### src/rtl/uart_pkg.sv
// Shared UART receiver types: FSM state encoding, parity-mode codes and a 3-sample vote.
package uart_pkg;

    typedef enum logic [2:0] {
        ST_IDLE,
        ST_START,
        ST_DATA,
        ST_PARITY,
        ST_STOP,
        ST_BREAK
    } rx_state_t;

    localparam int unsigned PAR_NONE = 0;
    localparam int unsigned PAR_EVEN = 1;
    localparam int unsigned PAR_ODD  = 2;

    function automatic logic maj3(input logic a, input logic b, input logic c);
        return (a & b) | (a & c) | (b & c);
    endfunction

endpackage

### src/rtl/uart_rx_sync.sv
// Two-flop synchronizer for the asynchronous serial line; resets to the idle (high) level.
module uart_rx_sync (
    input  logic BRclk,
    input  logic reset,
    input  logic din,
    output logic dout
);

    logic meta;

    always_ff @(posedge BRclk or negedge reset) begin
        if (!reset) begin
            meta <= 1'b1;
            dout <= 1'b1;
        end else begin
            meta <= din;
            dout <= meta;
        end
    end

endmodule

### src/rtl/uart_rx_param.sv
// Oversampling UART receiver: majority-voted bits, optional parity, 1/2 stop bits,
// break detection and a single-word valid/ready output holding register.
module uart_rx_param
    import uart_pkg::*;
#(
    parameter int unsigned DATA_BITS  = 8,
    parameter int unsigned OVERSAMPLE = 16,
    parameter int unsigned PARITY     = 0,
    parameter int unsigned STOP_BITS  = 1
) (
    input  logic                 BRclk,
    input  logic                 reset,
    input  logic                 UART_RX,
    output logic [DATA_BITS-1:0] RX_DATA,
    output logic                 RX_VALID,
    input  logic                 RX_READY,
    output logic                 RX_PERR,
    output logic                 RX_FERR,
    output logic                 RX_OVERRUN,
    output logic                 RX_BUSY
);

    localparam int unsigned TICK_W = $clog2(OVERSAMPLE);
    localparam int unsigned BIT_W  = $clog2(DATA_BITS);

    localparam logic [TICK_W-1:0] TICK_LAST = TICK_W'(OVERSAMPLE - 1);
    localparam logic [TICK_W-1:0] TICK_S0   = TICK_W'(OVERSAMPLE / 2 - 1);
    localparam logic [TICK_W-1:0] TICK_S1   = TICK_W'(OVERSAMPLE / 2);
    localparam logic [TICK_W-1:0] TICK_S2   = TICK_W'(OVERSAMPLE / 2 + 1);
    localparam logic [BIT_W-1:0]  LAST_DATA = BIT_W'(DATA_BITS - 1);
    localparam logic [BIT_W-1:0]  LAST_STOP = BIT_W'(STOP_BITS - 1);

    rx_state_t state, state_nxt;

    logic                 rxs;
    logic [TICK_W-1:0]    tick;
    logic [BIT_W-1:0]     bit_idx;
    logic [1:0]           samp;
    logic [DATA_BITS-1:0] shreg;
    logic                 par_bit;
    logic                 ferr_acc;
    logic                 stop_one;

    logic tick_wrap_c;
    logic maj_tick_c;
    logic maj_c;
    logic frame_done_c;
    logic break_c;
    logic perr_c;
    logic ferr_c;

    uart_rx_sync u_sync (
        .BRclk (BRclk),
        .reset (reset),
        .din   (UART_RX),
        .dout  (rxs)
    );

    // Bit-timing and frame-completion decode
    always_comb begin
        tick_wrap_c  = (tick == TICK_LAST);
        maj_tick_c   = (tick == TICK_S2);
        maj_c        = maj3(samp[0], samp[1], rxs);
        frame_done_c = (state == ST_STOP) && maj_tick_c && (bit_idx == LAST_STOP);
        ferr_c       = ferr_acc | ~maj_c;
        break_c      = (shreg == '0) && !(stop_one | maj_c);
        perr_c       = 1'b0;
        if (PARITY == PAR_EVEN) begin
            perr_c = ^{shreg, par_bit};
        end else if (PARITY == PAR_ODD) begin
            perr_c = ~^{shreg, par_bit};
        end
    end

    always_comb begin
        state_nxt = state;
        case (state)
            ST_IDLE:   if (!rxs) state_nxt = ST_START;
            ST_START: begin
                if (maj_tick_c && maj_c) begin
                    state_nxt = ST_IDLE;
                end else if (tick_wrap_c) begin
                    state_nxt = ST_DATA;
                end
            end
            ST_DATA: begin
                if (tick_wrap_c && (bit_idx == LAST_DATA)) begin
                    state_nxt = (PARITY != PAR_NONE) ? ST_PARITY : ST_STOP;
                end
            end
            ST_PARITY: if (tick_wrap_c) state_nxt = ST_STOP;
            ST_STOP:   if (frame_done_c) state_nxt = break_c ? ST_BREAK : ST_IDLE;
            ST_BREAK:  if (rxs) state_nxt = ST_IDLE;
            default:   state_nxt = ST_IDLE;
        endcase
    end

    always_ff @(posedge BRclk or negedge reset) begin
        if (!reset) begin
            state <= ST_IDLE;
        end else begin
            state <= state_nxt;
        end
    end

    // Sampling datapath and output holding register
    always_ff @(posedge BRclk or negedge reset) begin
        if (!reset) begin
            tick       <= '0;
            bit_idx    <= '0;
            samp       <= 2'b11;
            shreg      <= '0;
            par_bit    <= 1'b0;
            ferr_acc   <= 1'b0;
            stop_one   <= 1'b0;
            RX_DATA    <= '0;
            RX_VALID   <= 1'b0;
            RX_PERR    <= 1'b0;
            RX_FERR    <= 1'b0;
            RX_OVERRUN <= 1'b0;
            RX_BUSY    <= 1'b0;
        end else begin
            RX_OVERRUN <= 1'b0;
            RX_BUSY    <= (state_nxt != ST_IDLE);

            if (state == ST_IDLE) begin
                tick     <= '0;
                bit_idx  <= '0;
                ferr_acc <= 1'b0;
                stop_one <= 1'b0;
            end else if (state != ST_BREAK) begin
                tick <= tick_wrap_c ? '0 : tick + 1'b1;
                if (tick == TICK_S0) samp[0] <= rxs;
                if (tick == TICK_S1) samp[1] <= rxs;
                if (maj_tick_c) begin
                    case (state)
                        ST_DATA:   shreg <= {maj_c, shreg[DATA_BITS-1:1]};
                        ST_PARITY: par_bit <= maj_c;
                        ST_STOP: begin
                            ferr_acc <= ferr_c;
                            stop_one <= stop_one | maj_c;
                        end
                        default: ;
                    endcase
                end
                if (tick_wrap_c && (state == ST_DATA || state == ST_STOP)) begin
                    bit_idx <= (bit_idx == LAST_DATA && state == ST_DATA) ? '0 : bit_idx + 1'b1;
                end
            end

            // A completing frame may replace a word being consumed in the same cycle
            if (frame_done_c) begin
                if (!RX_VALID || RX_READY) begin
                    RX_DATA  <= shreg;
                    RX_PERR  <= perr_c;
                    RX_FERR  <= ferr_c;
                    RX_VALID <= 1'b1;
                end else begin
                    RX_OVERRUN <= 1'b1;
                end
            end else if (RX_VALID && RX_READY) begin
                RX_VALID <= 1'b0;
            end
        end
    end

endmodule

### config.mk
export PLATFORM = sky130hd
export DESIGN_NAME = uart_rx_param
export DESIGN_NICKNAME = d
export VERILOG_FILES = /design/src/rtl/uart_pkg.sv /design/src/rtl/uart_rx_sync.sv /design/src/rtl/uart_rx_param.sv
export SDC_FILE = /design/constraint.sdc
export NUM_CORES = 1
export LEC_CHECK = 0
export CORE_UTILIZATION = 50
export CTS_BUF_LIST = sky130_fd_sc_hd__clkbuf_2 sky130_fd_sc_hd__clkbuf_4 sky130_fd_sc_hd__clkbuf_8
export CTS_CLUSTER_DIAMETER = 40
export DETAILED_ROUTE_END_ITERATION = 8
export GPL_TIMING_DRIVEN = 0
export PLACE_DENSITY_LB_ADDON = 0.1
export SLEW_MARGIN = 40
export SYNTH_ARGS = -nofsm -noshare
export SYNTH_HDL_FRONTEND = slang
export SYNTH_HIERARCHICAL = 1
export SYNTH_SLANG_ARGS = --single-unit
### constraint.sdc
create_clock -name BRclk -period 2.45 [get_ports BRclk]
set_clock_uncertainty 0.05 [all_clocks]
set_input_delay 0.735 -clock BRclk [delete_from_list [all_inputs] [get_ports BRclk]]
set_output_delay 0.735 -clock BRclk [all_outputs]
set_load 0.02 [all_outputs]
# Word-level counts from Yosys, hierarchy flattened
# Cells that the tools add are included.
word_totals:
  register_bits: 36
  latch_bits: 0
  ram_bits: 0
  romBits: 0
  in_bits: 4
  out_inout_bits: 13
  word_cells: 95
  memories: 0
op_classes:
  addsub: 2
  multipliers: 0
  div_mod_pow: 0
  n_lt_le_gt_ge: 0
  eq_ne: 12
  shifts: 0
  mux: 29
  bitwise_logic: 9
  n_reduce_logical: 28
ops:
  columns: ["cell", "count"]
  rows:
  - ["3-bit two-way mux", 12]
  - ["3-bit one-hot mux with 6 select lines", 1]
  - ["1-bit two-way mux", 13]
  - ["4-bit == test, second input constant", 3]
  - ["4-bit two-way mux", 3]
  - ["2-bit nonzero test", 5]
  - ["3-bit == test, second input constant", 3]
  - ["3-bit AND reduction", 3]
  - ["1-bit logical AND", 8]
  - ["8-bit logical NOT", 1]
  - ["3-bit by 2-bit == test with 1-bit output, second input constant", 2]
  - ["3-bit logical NOT", 2]
  - ["2-bit AND reduction", 3]
  - ["4-bit by 1-bit adder with 4-bit output, second input constant", 1]
  - ["4-bit by 3-bit == test with 1-bit output, second input constant", 1]
  - ["1-bit OR", 4]
  - ["4-bit AND reduction", 1]
  - ["3-bit by 1-bit adder with 3-bit output, second input constant", 1]
  - ["1-bit AND", 3]
  - ["3-bit by 1-bit == test with 1-bit output, second input constant", 1]
  - ["3-bit inequality test, second input constant", 1]
  - ["3-bit nonzero test", 1]
  - ["1-bit logical NOT", 2]
  - ["1-bit logical OR", 2]
  - ["2 further kinds", 3]

# Logic depth before layout (Yosys ltp)
logic_depth:
  ltp_word: 10
  mapped_depth: 6

# Cells and area by module
# Netlist, hierarchy kept.
modules_own_cells:
  columns: ["module", "n_inst", "cells_per_inst", "area_each_um2"]
  rows:
  - ["uart_rx_param", 1, 163, 1786.7]
  - ["uart_rx_sync", 1, 2, 52.6]

# Worst setup path after synthesis
# No wires, ideal clock.
synth_path:
  kind: "register -> register"
  from: "reg tick[1]"
  to: "reg RX_DATA[0]"
  t_arrival_ps: 1537
  t_required_ps: 2275
  setup_slack_ps: 738
  stages_incl_launch_ff: 7
  path_buffers: 0
  period_less_slack_ps: 1712
  cell_sequence: "dfrtp_1 inv_1 ha_1 nand3b_4 nor4_4 nand2_4 mux2_4"
synth_between:
  elab_chain_cells: 4
synth_lines:
  columns: ["item", "line", "rtl"]
  rows:
  - ["start, declared", "uart_rx_param.sv:36", "logic [TICK_W-1:0] tick;"]
  - ["start signal, assigned", "uart_rx_param.sv:132", "tick <= tick_wrap_c ? '0 : tick + 1'b1;"]
  - ["4-bit == test", "uart_rx_param.sv:62", "maj_tick_c = (tick == TICK_S2);"]
  - ["1-bit logical AND (2 in a row)", "uart_rx_param.sv:64", "frame_done_c = (state == ST_STOP) && maj_tick_c && (bit_idx == LAST_STOP);"]
  - ["2-bit AND reduction (no line)", null, null]
  - ["end signal, assigned", "uart_rx_param.sv:154", "RX_DATA <= shreg;"]
  - ["end, declared", "uart_rx_param.sv:14", "output logic [DATA_BITS-1:0] RX_DATA,"]
# Every way passes these cells.
# A chain may end at the register's enable or synchronous reset.

# Worst setup path after layout
layout_path:
  from: "reg RX_DATA[0]"
  to: "out RX_DATA[0]"
# No word-level cell between the ends.

==> qor.yml <==
wirelength_mm: 3.52
rr_endpoint: "RX_DATA[7]"
drive_gt1_share_pct: 21.2
critical_path.top_delay_family: "buffers and inverters"
yosysUniqueCellTypes: 45
synth-edff-count: 0
rsz0062_at_grt: "false"
grt_usage_pct: 20.9
p_per_area_nw_per_um2: 887
combPwrFrac_pct: 33.8
gp_congestion: 0.886
grt_max_degree: 25
fp.dieH_um: 62.7
netSwitchingFraction_pct: 33.8
area_growth_pct: 18.6
timing.final.crit_share_pct: 83.2
p_int_uw: 1280
synthTopCellsByArea: "dfrtp_1 44%, mux2_4 6.5%, dfstp_2 5.7%, mux2_2 5.5%, ha_1 4.1%"
cpPeakStageDelay_ns: 0.60
synthTopCellsByCount: "32 x dfrtp_1, 12 x nand2_1, 10 x a21oi_1, 10 x nor2_1, 9 x mux2_2"
r2r-start: "tick[0]"
crit_type: "reg -> out"
yosysSeqAreaShare_pct: 49.3
path_clk_slew_ns: 0.07
insertedDiodeCount: 0
vias: 1320
p_clk_share_pct: 26.8
dp.cells: 227
drv_slew: 0
dp_slack_ns: 0.348
synth_cells: 165
wl_per_cell_um: 15.0
yosysMostFrequentCell: "dfrtp_1"
synth_ff_type: "dfrtp_1"
grt_pass1_wl_mm: 6.30
hold_viol_final: 0
ys_warn_count: 6
reg2reg_depth: 5
initial_core_util_pct: 53.4
ctsHoldBuffers: 0
clk_path_buf_depth: 2
h-tree-depth: 2
vias_per_cell: 5.62
cts_tree: "done"
die_w_um: 62.7
syn_avg_cell_area_um2: 11.1
dpl.hpwl_mm: 2.60
status: "complete, no violations"
cts_made_buffers: 5
worstPathMaxFanout: 2
clock_sinks: 36
nFillCells: 280
end_kind: "output port"
min_period_ns: 2.04
antenna_found_initial: 0
grt-ovfl-total: 0
post-route-cell-area_um2: 2180
drt_first_pass_iters: 7
ys_ff_latch: 36
yosys.area_share.xor_xnor_pct: 0.476
crit_arrival_ns: 1.25
max_freq_mhz: 490
syn_nets: 175
synth.area.mux_share_pct: 12.7
synth_compound_area_share_pct: 11.0
drv_cap: 0
die_area_um2: 3930
ctsRootBufferMaster: "clkbuf_8"
pin_count: 17
final_cells: 235
cts_resized: 0
drc: 0
reg2reg_slack_ns: 0.57
worst_slack_ns: 0.411
synth_area_leader_cell: "dfrtp_1"
leakagePower_uw: 0.00106
coreArea_um2: 3440
synth-simple-area-share_pct: 17.4
worst_setup_path_start_kind: "register"
async_flop_share_pct: 100
drt_iter0_drc: 108
io_buffers: 15
cp_slowest_cell: "clkdlybuf4s50_1"
grt_pass1_vias: 1342
irDropWorstVdd_v: 0.000474
path_buf_inv: 1
clkLatencyLatePin_ns: 0.29
synth_top_family_by_area: "simple AND/OR/NAND/NOR gates"
pwr-share-seq_pct: 39.4
path_cells: "clkdlybuf4s50_1"
setup_viol: 0
ant_nets: 0
net-switching-power_uw: 655
postCtsSetupRepairBufs: 0
synthesis.area_um2: 1840
min_path_type: "in -> async"
nets: 198
fp-row-count: 21
synth_top_area_share_pct: 43.5
synthAdderAreaFrac_pct: 4.63
place_area_um2: 2070
required_ns: 1.66
[registers in the layout, summed over array words and instances, names as in the netlist, 2 cells and up]
register  flops
samp          2
shreg         8
RX_DATA       8
bit_idx       3
state         3
tick          4
[worst max-delay path by stage]
stage	startpoint	end	slack, ns	depth (start not counted)
after floorplan	tick[1]	RX_DATA[0]	0.74	6
after global placement	reset	tick[1]	-0.13	1
after detailed placement	RX_READY	RX_DATA[2]	0.35	4
after CTS	RX_DATA[6]	RX_DATA[6]	0.39	1
after global routing	RX_FERR	RX_FERR	0.35	1
final	RX_DATA[0]	RX_DATA[0]	0.41	1
[per-stage QoR]
| stage | power [µW] | TNS, ns | util [%] | hold slack [ns] |
|---|---|---|---|---|
| global route | 2060 | 0 | 63.4 | 0.294 |
| finish | 1940 | 0 | 63.4 | 0.289 |
| floorplan | 1250 | 0 | - | 0.295 |
| CTS | 1940 | 0 | 63.4 | 0.293 |
| global placement | 1390 | -4.05 | 59.5 | 0.298 |
| detailed placement | 1420 | 0 | 60.1 | 0.298 |
[power groups by stage]
| stage | Combinational (µW) | Clock [µW] | Sequential, µW |
|---|---|---|---|
| 2_1_floorplan | 481 | 0 | 766 |
| 3_3_place_gp | 621 | 0 | 767 |
| 3_5_place_dp | 649 | 0 | 773 |
| 4_1_cts | 651 | 529 | 763 |
| 5_1_grt | 728 | 564 | 773 |
| 6_report | 653 | 519 | 763 |
[logic make-up after synthesis]
logic type,after synthesis
and+or+nand+nor,54
DFF,36
AOI/OAI and AO/OA,31
muxes,18
buffers and inverters,17
adders and majority gates,7
other,1
xor gates and xnor gates,1
[layer usage]
layer / vias up / global-route usage, % / part of all wire, %
met5: - / 0 / 0
met2: 37 / 32.9 / 47
met3: 7 / 6.39 / 4.5
li1: 627 / - / -
met4: 0 / 7.56 / 1.7
met1: 649 / 27.1 / 47
[cell type report]
class	instances	area, µm²	share of cell area [%]
plain buffers	9	51.3	2.35
clock buffers	6	76.3	3.50
clock inverters	2	35.0	1.61
inverters	8	30.0	1.38
multi-input cells	112	852	39.1
flip-flops and latches	36	906	41.5
well taps	46	57.6	2.64
repair buffers	16	173	7.92
[placed cells by master (no fill, tap or decap), types with 2 or more instances in the layout]
| cell | n |
|---|---|
| dfrtp_1 | 32 |
| clkbuf_1 | 4 |
| nand3_1 | 3 |
| buf_4 | 2 |
| clkbuf_8 | 5 |
| o21a_1 | 2 |
| nand2_1 | 12 |
| buf_2 | 3 |
| dfstp_2 | 4 |
| nor2_1 | 10 |
| mux2_2 | 9 |
| a21oi_1 | 10 |
| o22a_1 | 2 |
| nand2b_1 | 7 |
| nor3_1 | 8 |
| o21ai_0 | 6 |
| or3_1 | 3 |
| clkdlybuf4s50_1 | 14 |
| inv_1 | 8 |
| mux2_4 | 8 |
| ha_1 | 6 |
| o22ai_1 | 2 |
Note: power is estimated with default switching activity, not from simulation.
